$ cat src/rtl/mar_mdr_ctrl.sv
// MAR/MDR memory-access stage: latches EA or BUS into MAR and runs a fixed-wait SRAM access.
// Optional MAR_MDR_PROTO_ERR_EN compiles in the sticky PROTO_ERR flag.
module mar_mdr_ctrl #(
    parameter int unsigned WAIT_CYCLES = 32'd2
) (
    input  logic        Clk,
    input  logic        Reset,
    input  logic [15:0] EA,
    input  logic [15:0] BUS,
    input  logic        MARMUX_SEL,
    input  logic        LD_MAR,
    input  logic        LD_MDR,
    input  logic        MEM_REQ,
    input  logic        MEM_WE,
    input  logic [15:0] Data_from_SRAM,
    output logic [15:0] MAR,
    output logic [15:0] MDR,
    output logic [15:0] Data_to_SRAM,
    output logic        CE_N,
    output logic        OE_N,
    output logic        WE_N,
    output logic        BUSY,
    output logic        MEM_READY,
    output logic        PROTO_ERR
);
    if (WAIT_CYCLES > 32'd15) begin : g_wait_range
        $error("WAIT_CYCLES must be in 0..15");
    end

    localparam logic [3:0] WAIT_LD = WAIT_CYCLES[3:0];

    typedef enum logic [1:0] {
        IDLE   = 2'd0,
        ACCESS = 2'd1,
        DONE   = 2'd2
    } state_e;

    state_e      state_r;
    logic [3:0]  cnt_r;
    logic        op_we_r;
    logic [15:0] mar_r;
    logic [15:0] mdr_r;
    logic        ce_n_r;
    logic        oe_n_r;
    logic        we_n_r;
    logic        busy_r;
    logic        mem_ready_r;

    // Access FSM with registered strobes; MAR/MDR only load while IDLE
    always_ff @(posedge Clk) begin
        if (!Reset) begin
            state_r     <= IDLE;
            cnt_r       <= 4'd0;
            op_we_r     <= 1'b0;
            mar_r       <= 16'h0000;
            mdr_r       <= 16'h0000;
            ce_n_r      <= 1'b1;
            oe_n_r      <= 1'b1;
            we_n_r      <= 1'b1;
            busy_r      <= 1'b0;
            mem_ready_r <= 1'b0;
        end else begin
            mem_ready_r <= 1'b0;
            case (state_r)
                IDLE: begin
                    if (LD_MAR) begin
                        mar_r <= MARMUX_SEL ? BUS : EA;
                    end
                    if (LD_MDR) begin
                        mdr_r <= BUS;
                    end
                    if (MEM_REQ) begin
                        op_we_r <= MEM_WE;
                        cnt_r   <= WAIT_LD;
                        state_r <= ACCESS;
                        ce_n_r  <= 1'b0;
                        oe_n_r  <= MEM_WE;
                        we_n_r  <= ~MEM_WE;
                        busy_r  <= 1'b1;
                    end
                end
                ACCESS: begin
                    if (cnt_r == 4'd0) begin
                        if (!op_we_r) begin
                            mdr_r <= Data_from_SRAM;
                        end
                        state_r     <= DONE;
                        ce_n_r      <= 1'b1;
                        oe_n_r      <= 1'b1;
                        we_n_r      <= 1'b1;
                        mem_ready_r <= 1'b1;
                    end else begin
                        cnt_r <= cnt_r - 4'd1;
                    end
                end
                DONE: begin
                    state_r <= IDLE;
                    busy_r  <= 1'b0;
                end
                default: begin
                    state_r <= IDLE;
                    ce_n_r  <= 1'b1;
                    oe_n_r  <= 1'b1;
                    we_n_r  <= 1'b1;
                    busy_r  <= 1'b0;
                end
            endcase
        end
    end

`ifdef MAR_MDR_PROTO_ERR_EN
    logic proto_err_r;
    logic illegal_s;

    assign illegal_s = (state_r != IDLE) && (LD_MAR || LD_MDR || MEM_REQ);

    // Sticky flag for any load or request issued while busy
    always_ff @(posedge Clk) begin
        if (!Reset) begin
            proto_err_r <= 1'b0;
        end else if (illegal_s) begin
            proto_err_r <= 1'b1;
        end else begin
            proto_err_r <= proto_err_r;
        end
    end

    assign PROTO_ERR = proto_err_r;
`else
    assign PROTO_ERR = 1'b0;
`endif

    assign MAR          = mar_r;
    assign MDR          = mdr_r;
    assign Data_to_SRAM = mdr_r;
    assign CE_N         = ce_n_r;
    assign OE_N         = oe_n_r;
    assign WE_N         = we_n_r;
    assign BUSY         = busy_r;
    assign MEM_READY    = mem_ready_r;
endmodule

$ cat config.mk
export PLATFORM = sky130hd
export DESIGN_NAME = mar_mdr_ctrl
export DESIGN_NICKNAME = d
export VERILOG_FILES = /design/src/rtl/mar_mdr_ctrl.sv
export SDC_FILE = /design/constraint.sdc
export NUM_CORES = 1
export LEC_CHECK = 0
export ABC_AREA = 1
export BUFFER_PORTS_ARGS = -buffer_cell sky130_fd_sc_hd__buf_4
export CAP_MARGIN = 0
export CORE_MARGIN = 3
export CORE_UTILIZATION = 48
export CTS_BUF_LIST = sky130_fd_sc_hd__clkbuf_2 sky130_fd_sc_hd__clkbuf_4 sky130_fd_sc_hd__clkbuf_8
export DETAILED_ROUTE_END_ITERATION = 12
export PLACE_DENSITY = 0.83
export SYNTH_ARGS = -nofsm -noshare
export SYNTH_HDL_FRONTEND = slang
export SYNTH_SLANG_ARGS = --single-unit
$ cat constraint.sdc
create_clock -name Clk -period 1.4 [get_ports Clk]
set_input_delay 0.14 -clock Clk [delete_from_list [all_inputs] [get_ports Clk]]
set_output_delay 0.14 -clock Clk [all_outputs]
set_load 0.005 [all_outputs]
# Word level (Yosys, flattened, before mapping)
# Index checks and enable logic that the tools add are counted.
# totals
ff_bits,44
elab_cells,53
out_inout_bits,54
in_bits,55
# classes
bitwise,3
n_mux,21
eq_ne,7
n_reduce_logical,11
addsub,1
# ops
cell,n
$mux 16,4
$pmux 16 s2,1
$ne 2x2->1 const B,5
$reduce_and 2->1,5
$pmux 1 s3,3
$mux 4,2
$pmux 4 s2,1
$mux 1,6
$reduce_and 3->1,2
$logic_not 4->1,1
$mux 2,2
$pmux 2 s2,1
$reduce_and 4->1,1
$sub 4x1->4 const B,1
$not 1->1,3
$eq 2x1->1 const B,1
$eq 2x2->1 const B,1
$logic_not 2->1,1
$pmux 1 s2,1
$reduce_bool 2->1,1

# Depth between registers and ports, before layout
# Gate-level depths: netlist (run 1).
# logic_depth
word_depth,3
mapped_depth,9

# Least setup slack after synthesis (run 1)
# No wires, ideal clock.
# synth_timing
kind,flip-flop to flip-flop
from,register cnt_r[0]
to,register mdr_r[11] (netlist: Data_to_SRAM[11])
path_slack_ns,0.122
synth_period_minus_slack_ns,1.278
arrival_ns,1.165
n_path_buf,1
stages_incl_launch_ff,10
t_required_ns,1.287
setup_ns,0.113
cell_sequence,dfxtp_1 > inv_1 > ha_1 > nand2_1 > nand2_4 > nand2_2 > buf_6 > nand2_1 > nand2_1 > nor2_1
# synth_between
elab_chain_cells,3
# synth_rtl
element,line_no,text
"start, declared",39,logic [3:0] cnt_r;
"start signal, assigned",93,cnt_r <= cnt_r - 4'd1;
$logic_not 4->1,83,if (cnt_r == 4'd0) begin
$ne 2x2->1 (no source line),-,
$reduce_and 4->1 (no source line),-,
"end signal, assigned",85,mdr_r <= Data_from_SRAM;
"end, declared",42,logic [15:0] mdr_r;
# No other way between the ends.
# A chain may end at the register's enable or synchronous reset.

# Final worst setup path (run 1)
# layout_timing
from,register cnt_r[0]
to,register mdr_r[2] (netlist: Data_to_SRAM[2])
# Same word-level chain as after synthesis.

==> reports/qor.txt, run 1 <==
Mean Syn Cell Area - 6.33 sq um
Hold crit path type - input pin to register
Largest net degree at the start of global routing - 33
Nets@finish - 511
Area Growth Syn to Fin - 38.5%
CP Launch Type - register
Root buf cell - clkbuf_8
Setup Total Neg Slack - 0 ns
Initial antenna violation count - 0
Antenna cells - 0
Hold Path Origin - MEM_WE
Starting DRT DRC Count - 99
Die width - 74.9 um
Synth Cell Area - 0.00228 sq mm
Cells after Synth - 360
Vias in the first global route - 2295
Io pins - 109
Setup crit start - cnt_r[0]
Worst-path clk slew - 0.08 ns
WS Path Type - register to register
Die area - 0.00561 sq mm
Worst EP required - 1.58 ns
Rows - 24
Final period util - 95.0%
GR Overflow Total - 0
Hold Worst Slack - 0.154 ns
Clk_skew - 0.00547 ns
Fillcell total - 394
Pwr dens - 1100 mW/mm^2
Vias - 2408
Max_cap viols - 0
Hold buffer count at CTS - 0
Total Power - 3.48 mW
Initial Utilization - 51.0%
Sequential area share after synthesis - 38.6%
Syn nets - 417
Status - completed
Fmax - 0.752 GHz
CP Capture Type - register
Synthesis warning total - 0
DRC errors left - 0
Die H - 74.9 um
Maximum VDD drop - 0.645 mV
CTS buffer count - 5
Core Box Area - 0.00447 sq mm
IO buf count - 107
Yosys reg bits - 44
Final setup violation count - 0
Detailed Place HPWL - 4.76 mm
Global-route wire length before repair - 9.90 mm
Final worst slack - 0.0705 ns
Final Hold Viols - 0
Via/cell ratio - 4.78
CTS tree - yes
Tot GR Track Use - 22.7%
Max Slew Vio Count - 0
Leak - 1.72 nW
GPL Wtd Cong - 0.796
Share of cells above drive strength 1 - 31.2%
Most frequent cells in the layout - 143 x nand2_1, 116 x buf_4, 43 x dfxtp_1
Post-place setup slack - 0.0350 ns
Minimum clock period - 1.33 ns
CTS max path bufs - 2
Most common cell after layout, fill and taps aside - nand2_1
Antenna Nets Post-Route - 0
Clock sinks - 44
First-pass DRT Iterations - 4
Fin util - 70.6%
Crit path DAT - 1.51 ns
CTS H-Tree Depth - 2
WL per Instance - 12.6 um
Clock Latency Late Sink - 0.29 ns
WL final - 6.36 mm
R2R Path Start - cnt_r[0]
Synth unique cells - 23
Crit Path Max Fanout - 16
==> report_power, final <==
group	total [mW]	switching (mW)	internal [mW]
combinational	1.25	0.608	0.646
sequential	1.52	0.113	1.41
clock	0.708	0.386	0.322
total	3.48	1.11	2.37
==> stage by stage <==
stage	instance area, sq um	instances
after global routing	3160	504
after global placement	3000	495
after CTS	3070	500
final	3160	504
after detailed placement	3000	495
after floorplan	2280	360
==> logic make-up after synthesis <==
logic type	Yosys count	synth area share, %
other	1	0.164
flip-flops	44	38.6
AO/OA/AOI/OAI	41	9.28
adder cells (fa/ha/maj)	2	1.10
buffers and inverters	73	16.4
AND/OR/NAND/NOR	199	34.4
==> worst max-delay path, stage by stage (launching register included) <==
cell	delay (ns)
dfxtp_2	0.33
inv_2	0.07
ha_2	0.17
nand2_2	0.08
nand2_4	0.11
nand2_4	0.09
clkbuf_16	0.19
nor2_1	0.12
nor2_1	0.07
==> timing repair <==
item                       in CTS  in global routing
hold endpoints to repair        0                  0
setup endpoints to repair       0                 19
resized for setup               0                  9
setup buffers                   0                  2
==> layout make-up <==
| class | instances | area (sq um) | share of cell area (%) |
|---|---|---|---|
| Multi-Input combinational cell | 243 | 1040 | 33.1 |
| Sequential cell | 44 | 882 | 27.9 |
| Inverter | 41 | 155 | 4.91 |
| Timing Repair Buffer | 119 | 941 | 29.8 |
| Tap cell | 52 | 65.1 | 2.06 |
| Clock buffer | 5 | 68.8 | 2.18 |
==> synthesized netlist by cell type, drive strengths merged <==
cell | count | share of area, %
nand3 | 7 | 1.5
or2 | 1 | 0.27
a21oi | 22 | 4.8
nand2 | 148 | 25
dfxtp | 44 | 39
o21ai | 18 | 4.1
o31ai | 1 | 0.33
nor2 | 38 | 6.4
ha | 2 | 1.1
buf | 26 | 8.6
clkinv | 1 | 0.22
conb | 1 | 0.16
clkbuf | 6 | 0.99
nand4 | 2 | 0.55
inv | 40 | 6.6
nor3 | 3 | 0.66
==> routing by layer <==
layer / track usage (%) / vias to the layer above / part of all wire [%]
met3: 6.01 / 7 / 8.3
met1: 27.5 / 1062 / 41
met2: 38.8 / 83 / 49
li1: - / 1256 / -
met4: 8.10 / 0 / 1.4
met5: 0 / - / 0
==> final timing paths <==
kind                      to  cells past startpoint  slack [ns]
max          Data_to_SRAM[2]                      8        0.07
min                  op_we_r                      3        0.15
max reg2reg  Data_to_SRAM[2]                      8        0.07
min reg2reg           MAR[5]                      2        0.47
==> flip-flops by register name (all words and copies together) (netlist names) <==
register,cells
MAR,16
MEM_READY,1
CE_N,1
state_r,2
op_we_r,1
Data_to_SRAM,16
WE_N,1
OE_N,1
cnt_r,4
BUSY,1
Note: power is estimated with default switching activity, not from simulation.
==> inputs of run 2 (changes only) <==
==> config.mk (replaced) <==
export PLATFORM = sky130hd
export DESIGN_NAME = mar_mdr_ctrl
export DESIGN_NICKNAME = d
export VERILOG_FILES = /design/src/rtl/mar_mdr_ctrl.sv
export SDC_FILE = /design/constraint.sdc
export NUM_CORES = 1
export LEC_CHECK = 0
export ABC_AREA = 0
export BUFFER_PORTS_ARGS = -buffer_cell sky130_fd_sc_hd__buf_4
export CAP_MARGIN = 0
export CORE_MARGIN = 3
export CORE_UTILIZATION = 47
export CTS_BUF_LIST = sky130_fd_sc_hd__clkbuf_2 sky130_fd_sc_hd__clkbuf_4 sky130_fd_sc_hd__clkbuf_8
export DETAILED_ROUTE_END_ITERATION = 12
export PLACE_DENSITY = 0.82
export SYNTH_ARGS = -nofsm -noshare
export SYNTH_HDL_FRONTEND = slang
export SYNTH_SLANG_ARGS = --single-unit
==> run 2 against run 1 <==
Net effect:
- the run now ends with setup timing left
- count of clock-buffer cells in the layout did not move
- clock power grew 39%
- non-clock buffer count rose by 9
- wire length fell by 2.8%
- core utilization increased by 4.2 points
- synthesized area decreased by 4.2%
- critical endpoint is now Data_to_SRAM[0]
==> reports/qor.txt, run 2 <==
Status - finished, violations left
Failing checks - setup timing
Antenna cells - 0
Yosys reg bits - 44
Fraction of registers with async set/reset - 0%
GR Overflow Total - 0
Leak - 1.61 nW
Fillcell total - 324
Cells after Synth - 222
Slowest stage delay, CP - 0.39 ns
Synth Flop Type - dfxtp_1
Minimum clock period - 1.82 ns
Cells after DPL - 363
Fmax - 0.550 GHz
Clk_skew - 0.00688 ns
CTS max path bufs - 2
Synthesis warning total - 0
Area Growth Syn to Fin - 51.0%
Share of cells above drive strength 1 - 54.5%
CP Launch Type - register
Initial Utilization - 49.5%
Vias - 2023
Clock sinks - 44
CTS H-Tree Depth - 2
Post-synth EDFFs - 0
Die area - 0.00550 sq mm
Root buf cell - clkbuf_8
Nets@finish - 381
CTS buffer count - 5
Vias in the first global route - 1873
Core Box Area - 0.00441 sq mm
Via/cell ratio - 5.37
Crit path DAT - 2.00 ns
Register-to-Register Path Depth - 8
Crit-path cells - inv_2, ha_4, or3b_4, a221oi_4, buf_4, buf_6, buf_6, a211oi_2
Max Slew Vio Count - 0
Synth Cell Area - 0.00218 sq mm
Syn nets - 279
Final Hold Viols - 0
Net Sw Frac - 32.3%
Fraction of synthesized cell area taken by the top area cell type - 40.3%
Detailed Place HPWL - 4.19 mm
Most common cell after layout, fill and taps aside - buf_4
Hold Crit Depth - 3
Most frequent cells in the layout - 118 x buf_4, 42 x dfxtp_1, 32 x mux2i_1
DRC errors left - 0
Internal - 3.07 mW
WL final - 6.19 mm
Post-route insts no fill - 377
Total Power - 4.54 mW
Initial antenna violation count - 0
Crit Path Max Fanout - 6
IO buf count - 107
WL per Instance - 16.4 um
Synth unique cells - 32
Die H - 74.2 um
Dominant cell type by area after synthesis - dfxtp_1
Worst EP required - 1.59 ns
Antenna Nets Post-Route - 0
CTS tree - yes
Sequential share of power - 36.3%
Synth cell count leaders - 44 x dfxtp_1, 32 x mux2i_1, 25 x nor2_1
Maximum VDD drop - 0.682 mV
Final period util - 130%
Starting DRT DRC Count - 87
Net Sw Power - 1.46 mW
First-pass DRT Iterations - 4
Clock power share - 21.6%
Tot GR Track Use - 20.6%
Final setup violation count - 22
Final worst slack - -0.419 ns
Global-route wire length before repair - 8.71 mm
Sequential area share after synthesis - 40.3%
Comb pwr share - 42.1%
Unrepaired setup endpoints after global routing - true
Cell mode on critical path - buf_6
WS Path Type - register to register
Slowest stage cell on the critical path - or3b_4
Top post-synthesis cells by area - dfxtp_1 40%, mux2i_1 15%, a211oi_2 7.4%, buf_4 6.2%, o211a_1 4.6%
Worst-path clk slew - 0.08 ns
Mean Syn Cell Area - 9.84 sq um
Largest net degree at the start of global routing - 33
GPL Wtd Cong - 0.743
Hold crit path type - input pin to register
Io pins - 109
Clock Latency Late Sink - 0.30 ns
Die width - 74.2 um
Pwr dens - 1380 mW/mm^2
Rows - 24
CP Capture Type - register
Most common cell in the netlist - dfxtp_1
Max_cap viols - 0
==> run 2: cell count changes after synthesis, sizes merged, moves of 16 or more <==
cell    change
o21ai      -16
a211oi     +24
mux2i      +32
a21oi      -20
inv        -35
nand2     -131
==> run 2: worst paths after layout <==
| check | start | to | slack (ns) |
|---|---|---|---|
| worst max-delay path | cnt_r[1] | Data_to_SRAM[0] | -0.42 |
| worst min-delay path | MEM_WE | OE_N | 0.12 |
| worst max register to register | cnt_r[1] | Data_to_SRAM[0] | -0.42 |
| worst min register to register | op_we_r | op_we_r | 0.48 |
==> run 2: timing repair <==
action / 4_1_cts / 5_1_grt
hold buffers: 0 / 0
setup buffers: 2 / 3
cloned: 1 / 2
endpoints found under the setup margin: 23 / 39
gates resized for setup: 10 / 20
pin swaps: 0 / 18
==> run 2: critical path: cells and delay by family (launching register included) <==
kind	cells	cell delay, ns
DFF	1	0.33
AOI/OAI and AO/OA	2	0.37
adders and majority gates	1	0.13
and+or+nand+nor	1	0.39
buffers and inverters	4	0.49
==> run 2: cell families (layout without fill, tap and decap cells) <==
family | count (synthesis) | after routing | share of synthesized area (%)
AO/OA/AOI/OAI | 44 | 44 | 19.7
XOR/XNOR | 3 | 3 | 1.20
adder cells (fa/ha/maj) | 2 | 2 | 1.15
buffers and inverters | 38 | 141 | 10.7
flip-flops | 44 | 44 | 40.3
multiplexers | 32 | 32 | 14.7
other | 1 | 1 | 0.172
AND/OR/NAND/NOR | 58 | 58 | 12.1
==> run 2: metrics by stage <==
step	area [sq um]	worst slack (ns)	hold WS, ns	TNS, ns	util, %
finish	3300	-0.419	0.124	-6.72	74.7
CTS	3190	-0.420	0.112	-6.58	72.4
global route	3300	-0.477	0.139	-8.30	74.7
floorplan	2190	-0.312	0.307	-4.75	-
detailed placement	3000	-0.444	0.429	-6.93	68.1
global placement	3000	-0.341	0.409	-5.51	68.1
==> run 2: layer usage <==
layer	GRT usage (%)	wire, um
met1	25.2	2470
met2	35.4	3260
met3	4.32	390
met4	7.65	69
met5	0	0
==> run 2: layout make-up <==
class                           count  area [sq um]  area share (%)
Clock inverter                      3          42.5            1.29
Clock buffer                        5          68.8            2.09
Sequential cell                    44           883            26.8
Tap cell                           52          65.1            1.97
Timing Repair Buffer              128          1060            32.2
Multi-Input combinational cell    140          1160            35.1
Inverter                            5          18.8           0.569
==> run 2: power groups by stage <==
stage / Clock (mW) / Sequential [mW] / Combinational, mW
floorplan: 0 / 1.64 / 0.968
global placement: 0 / 1.65 / 1.61
detailed placement: 0 / 1.65 / 1.66
CTS: 0.996 / 1.63 / 1.79
global route: 1.04 / 1.67 / 2.06
finish: 0.982 / 1.65 / 1.91
